==> src/rtl/gnr_node_lut.sv <==
// rtl/gnr_node_lut.sv - Boolean-network node: programmable truth table with two update tracks
// Track 0 updates through a strobe divider, track 1 on every strobe; both count changes and detect steady state.
module gnr_node_lut #(
    parameter int N_IN      = 4,
    parameter int PERIOD_S0 = 2,
    parameter int CNT_W     = 8,
    parameter int STABLE_N  = 4
) (
    input  logic                 clk,
    input  logic                 rst,
    input  logic                 reset_nos,
    input  logic                 init_state,
    input  logic                 start_s0,
    input  logic                 start_s1,
    input  logic [N_IN-1:0]      in_s0,
    input  logic [N_IN-1:0]      in_s1,
    input  logic                 lut_we,
    input  logic [2**N_IN-1:0]   lut_data,
    output logic                 s0,
    output logic                 s1,
    output logic                 node_s0,
    output logic                 node_s1,
    output logic [CNT_W-1:0]     chg_s0,
    output logic [CNT_W-1:0]     chg_s1,
    output logic                 stable_s0,
    output logic                 stable_s1
);

    localparam int LUT_D = 2**N_IN;
    localparam int DIV_W = (PERIOD_S0 > 1) ? $clog2(PERIOD_S0) : 1;
    localparam int RUN_W = $clog2(STABLE_N + 1);
    localparam logic [DIV_W-1:0] DIV_LAST = DIV_W'(PERIOD_S0 - 1);
    localparam logic [CNT_W-1:0] CHG_MAX  = '1;
    localparam logic [RUN_W-1:0] RUN_MAX  = RUN_W'(STABLE_N);

    logic [LUT_D-1:0]            lut_q, lut_d;
    logic [DIV_W-1:0]            div_q, div_d;
    logic [1:0]                  s_q, s_d;
    logic [1:0][CNT_W-1:0]       chg_q, chg_d;
    logic [1:0][RUN_W-1:0]       run_q, run_d;
    logic [1:0]                  stable_q, stable_d;
    logic [1:0]                  upd;
    logic [1:0]                  nxt;

    always_comb begin
        lut_d    = lut_we ? lut_data : lut_q;
        div_d    = div_q;
        s_d      = s_q;
        chg_d    = chg_q;
        run_d    = run_q;
        stable_d = stable_q;
        upd[0]   = start_s0 && (div_q == DIV_LAST);
        upd[1]   = start_s1;
        // Evaluation reads the registered table, so a same-cycle write is not yet visible.
        nxt[0]   = lut_q[in_s0];
        nxt[1]   = lut_q[in_s1];

        if (reset_nos) begin
            s_d      = {2{init_state}};
            div_d    = DIV_LAST;
            chg_d    = '0;
            run_d    = '0;
            stable_d = '0;
        end else begin
            if (start_s0) begin
                div_d = (div_q == DIV_LAST) ? '0 : div_q + 1'b1;
            end
            for (int t = 0; t < 2; t++) begin
                if (upd[t]) begin
                    s_d[t] = nxt[t];
                    if (nxt[t] != s_q[t]) begin
                        chg_d[t]    = (chg_q[t] == CHG_MAX) ? chg_q[t] : chg_q[t] + 1'b1;
                        run_d[t]    = '0;
                        stable_d[t] = 1'b0;
                    end else begin
                        run_d[t]    = (run_q[t] >= RUN_MAX) ? RUN_MAX : run_q[t] + 1'b1;
                        stable_d[t] = (run_q[t] >= RUN_MAX - 1'b1);
                    end
                end
            end
        end
    end

    always_ff @(posedge clk or negedge rst) begin
        if (!rst) begin
            lut_q    <= '0;
            div_q    <= DIV_LAST;
            s_q      <= '0;
            chg_q    <= '0;
            run_q    <= '0;
            stable_q <= '0;
        end else begin
            lut_q    <= lut_d;
            div_q    <= div_d;
            s_q      <= s_d;
            chg_q    <= chg_d;
            run_q    <= run_d;
            stable_q <= stable_d;
        end
    end

    assign s0        = s_q[0];
    assign s1        = s_q[1];
    assign node_s0   = s_q[0];
    assign node_s1   = s_q[1];
    assign chg_s0    = chg_q[0];
    assign chg_s1    = chg_q[1];
    assign stable_s0 = stable_q[0];
    assign stable_s1 = stable_q[1];

endmodule

==> config.mk <==
export PLATFORM = sky130hd
export DESIGN_NAME = gnr_node_lut
export DESIGN_NICKNAME = d
export VERILOG_FILES = /design/src/rtl/gnr_node_lut.sv
export SDC_FILE = /design/constraint.sdc
export NUM_CORES = 1
export LEC_CHECK = 0
export CORE_MARGIN = 4
export CORE_UTILIZATION = 53
export CTS_BUF_LIST = sky130_fd_sc_hd__clkbuf_4
export CTS_CLUSTER_DIAMETER = 30
export DETAILED_ROUTE_END_ITERATION = 16
export PLACE_DENSITY = 0.93
export SLEW_MARGIN = 5
export SYNTH_ARGS = -nofsm -noshare
export SYNTH_HDL_FRONTEND = slang
export SYNTH_SLANG_ARGS = --single-unit
export TNS_END_PERCENT = 5
==> constraint.sdc <==
create_clock -name clk -period 2.55 [get_ports clk]
set_clock_uncertainty 0.2 [all_clocks]
set_input_delay 0.255 -clock clk [delete_from_list [all_inputs] [get_ports clk]]
set_output_delay 0.255 -clock clk [all_outputs]
set_load 0.05 [all_outputs]
[Word-level counts from Yosys, hierarchy flattened]
Cells that the tools add are included.
Widths: inputs -> output; s select.
Word-level totals
  flip-flop bits (word level): 43
  bits of input ports: 31
  output and inout bits: 22
  word-level logic and storage cells: 64
Cells by class
  $add $sub $neg: 5
  $lt $le $gt $ge: 6
  equal/unequal tests: 6
  muxes and demuxes: 29
  reduce and logical (&&, ||, !) cells: 8
Operators with widths (count)
  $mux 8: 6
  $mux 3: 6
  $add 8x1->8 const B: 2
  $eq 8x8->1 const B: 2
  $mux 16: 1
  $mux 1: 11
  $lt 4x5->1 const B: 2
  $reduce_bool 2->1: 5
  $bmux 1 s4: 2
  $add 3x1->3 const B: 2
  $ge 3x2->1 const B: 2
  $ge 3x3->1 const B: 2
  $mux 6: 1
  $reduce_and 3->1: 2
  $mux 2: 2
  $ne 2x2->1 const B: 2
  $ne 1x1->1: 2
  $add 1x1->1 const B: 1
  $logic_and 1x1->1: 1

[Longest topological paths before layout]
  word-level depth: 6
  mapped depth: 8

[Worst setup path after synthesis]
Ideal clock, no wire load.
  path kind: register to register
  start: register lut_q[15]
  end: register chg_q (netlist bit chg_s0[3])
  arrival time: 1985 ps
  setup slack: 233 ps
  stages on the path, launching flop included: 8
  buffers on the path: 1
  clock period less this slack: 2317 ps
  cell sequence: dfrtp_1 > mux4_2 > mux4_2 > xor2_1 > buf_2 > nand4_1 > xor2_1 > nor2_1
Between the ends
  word-level cells in the longest chain between the ends: 5
Ends and longest elaborated chain
  start, declared: RTL line 36  | logic [LUT_D-1:0] lut_q, lut_d;
  start signal, assigned: RTL line 93  | lut_q <= lut_d;
  $bmux 1 s4: RTL line 55  | nxt[0] = lut_q[in_s0];
  $mux 1 (implied by the code): RTL line 55
  $ne 1x1->1: RTL line 71  | if (nxt[t] != s_q[t]) begin
  $reduce_bool 2->1 (no line)
  $reduce_and 3->1 (no line)
  end signal, assigned: RTL line 96  | chg_q <= chg_d;
  end, declared: RTL line 39  | logic [1:0][CNT_W-1:0] chg_q, chg_d;
Every way passes these cells. The select of a mux whose other input is x is not followed.
A chain may end at the register's enable or synchronous reset.

[Worst setup path after layout]
  start: register lut_q[10]
  end: register chg_q (netlist bit chg_s1[4])
Between the ends
  word-level cells in the longest chain between the ends: 5
Ends and longest elaborated chain
  $bmux 1 s4: RTL line 56  | nxt[1] = lut_q[in_s1];
  $mux 1 (implied by the code): RTL line 56
  $ne 1x1->1: RTL line 71
  $reduce_bool 2->1 (no line)
  $reduce_and 3->1 (no line)
Every way passes these cells. The select of a mux whose other input is x is not followed.

==> metrics.csv <==
metric;value;unit
post-synthesis cell type count;45;
Via Count;1986;
Internal;1.07;mW
crit share post-route;96.4;%
Max Fclk;0.407;GHz
synthesized netlist cell count;221;
HPWL Detailed;4.11;mm
Yosys reg bits;43;
Starting DRT DRC Count;155;
final hold vios;0;
outcome;completed;
yosys warns;0;
max_cap viols;0;
CP required;2.59;ns
htree depth;2;
cell area after synthesis;2470;um2
root buf cell;clkbuf_4;
CTS tree;built;
share of layout cells above drive strength 1;22.9;%
Final setup viols;0;
initial antenna violation count;0;
grt ovf;0;
deepest clock path buffer count;2;
RD Place Congestion;0.881;
core area;4440;um2
Core Util, Final;72.3;%
design area;3210;um2
commonest non-fill, non-tap cells in the layout;clkdlybuf4s50_1, dfrtp_1, nor2_1;
Critical Path AT;2.50;ns
Pleak;1.40;nW
Flop pwr share;49.7;%
routed wire length;5.60;mm
power per cell area;486;nW/um2
Tmin final;2.46;ns
DP Area;3080;um2
most common cell after layout, fill and taps aside;clkdlybuf4s50_1;
First-pass DRT Iterations;4;
Rows;24;
I/O Pins;53;
Initial Util;55.6;%
DRC violations left;0;
CP Capture Type;register;
pin count of the biggest net entering global routing;26;
synth-to-layout area growth;30.1;%
worst-path fanout max;6;
vias in the first global route;2039;
worst setup path class;reg2reg;
top_reg_cell synth;dfrtp_1;
detailed-route wire length per cell;16.7;um
Switching Power;487;uW
Clk network pwr share;22.0;%
Nets;322;
syn avg cell area;11.2;um2
Total GRT Usage;19.8;%
peak supply drop;390;uV
die width;76.3;um
first-pass GRT wire length;9.40;mm
number of CTS-inserted buffers;5;
Post-synth EDFFs;0;
Routed Antenna Nets;0;
number of diodes;0;
sequential element share of the synthesized area;43.6;%
CTS Sinks;43;
Buffers on Ports;52;
Worst-Skew Late Latency;0.36;ns
DIE AREA;5820;um2
startpoint types;register;
Hold Crit Class;in2async;
WHS;0.148;ns
Chip Height;76.3;um
Logic pwr share;28.3;%
Worst-Margin Slew;0.686;ns
syn nets;260;
Vias/cell;5.91;
switching power share of the total;31.2;%
CTS clk-pin slew, worst paths;0.12;ns
ys async rst share;100;%
Max Slew Vio Count;0;
worst relative slew slack;54.1;%
## cell usage after synthesis, types with 2 or more instances
master / instances / area [um2]
inv_1: 10 / 37.5
nor2b_1: 6 / 37.5
buf_2: 2 / 10.0
nand2_1: 10 / 37.5
nand2b_1: 2 / 12.5
a31oi_1: 2 / 12.5
mux2i_1: 6 / 60.1
mux2_1: 2 / 22.5
and4_1: 3 / 26.3
nor3_1: 4 / 20.0
a211oi_1: 2 / 15.0
a21oi_1: 5 / 25.0
mux2_2: 19 / 214
mux4_2: 7 / 158
a221oi_1: 2 / 17.5
ha_1: 8 / 100
buf_6: 2 / 22.5
buf_4: 2 / 15.0
nand3_1: 5 / 25.0
nor2_1: 21 / 78.8
and3_1: 10 / 62.6
clkbuf_1: 7 / 26.3
a311oi_1: 2 / 17.5
nand4_1: 7 / 43.8
xor2_1: 7 / 61.3
dfrtp_1: 42 / 1050
and2_1: 2 / 12.5
o21ai_0: 7 / 35.0
## path summary, 6_finish.rpt
check	startpoint	end	slack [ns]	depth (start not counted)
setup / recovery	lut_q[10]	chg_s1[4]	0.09	8
hold / removal	rst	chg_s0[3]	0.15	2
setup reg to reg	lut_q[10]	chg_s1[4]	0.09	8
hold reg to reg	run_q[5]	run_q[3]	0.34	1
max in group asynchronous	rst	div_q	1.28	3
min in group clk	lut_data[4]	lut_q[4]	0.30	2
## metrics by stage
stage / total power [mW] / setup TNS (ns) / instances / setup slack (ns)
CTS: 1.55 / -0.0769 / 334 / -0.0370
global placement: 1.18 / -6.61 / 325 / -0.366
detailed placement: 1.20 / -8.63 / 325 / -0.491
global route: 1.65 / -0.00226 / 336 / -0.00226
floorplan: 1.04 / 0 / 221 / 0.233
finish: 1.56 / 0 / 336 / 0.0909
## power by group through the flow
stage / combinational, mW / sequential (mW) / clock (mW)
global placement: 0.399 / 0.783 / 0
global route: 0.475 / 0.783 / 0.393
detailed placement: 0.415 / 0.785 / 0
finish: 0.442 / 0.776 / 0.343
CTS: 0.422 / 0.772 / 0.354
floorplan: 0.226 / 0.812 / 0
## final cells by class
cell class | instances | area [um2]
Sequential cell | 43 | 1080
Clock buffer | 7 | 52.6
Clock inverter | 1 | 5.00
Inverter | 10 | 37.5
Fill cell | 301 | 1230
Multi-Input combinational cell | 155 | 1330
Timing Repair Buffer | 68 | 646
Tap cell | 52 | 65.1
## sequential cells by signal, summed over array words and instances (netlist names)
signal    flops
lut_q        16
chg_s0        8
chg_s1        8
run_q         6
s_q           2
stable_q      2
div_q         1
## critical path, stage by stage (launching register included)
cell	delay [ns]
dfrtp_1	0.43
mux2i_2	0.09
buf_4	0.15
a221oi_4	0.30
a22oi_2	0.16
a2111oi_4	0.35
buf_4	0.19
and3_1	0.15
mux2_2	0.33
## what timing repair did
item / in CTS / in global routing
pin swaps: 2 / 4
hold buffers: 1 / 0
resized for setup: 5 / 9
setup buffers: 0 / 2
endpoints found under the hold margin: 18 / 0
endpoints found under the setup margin: 8 / 10
## cell families after synthesis
| family | count (synthesis) | synth area share (%) |
|---|---|---|
| adders and majority gates | 8 | 4.05 |
| xor gates and xnor gates | 7 | 2.48 |
| and+or+nand+nor | 76 | 16.3 |
| buffers and inverters | 23 | 4.51 |
| DFF | 43 | 43.6 |
| muxes | 35 | 18.9 |
| AOI/OAI and AO/OA | 29 | 10.1 |
## routing by layer
layer	wire (um)	GRT usage (%)	vias up
met2	2920	34.0	86
met1	2210	23.9	960
met3	356	3.55	11
met5	0	0	-
li1	-	-	929
met4	118	9.60	0
(Power assumes the default switching activity.)
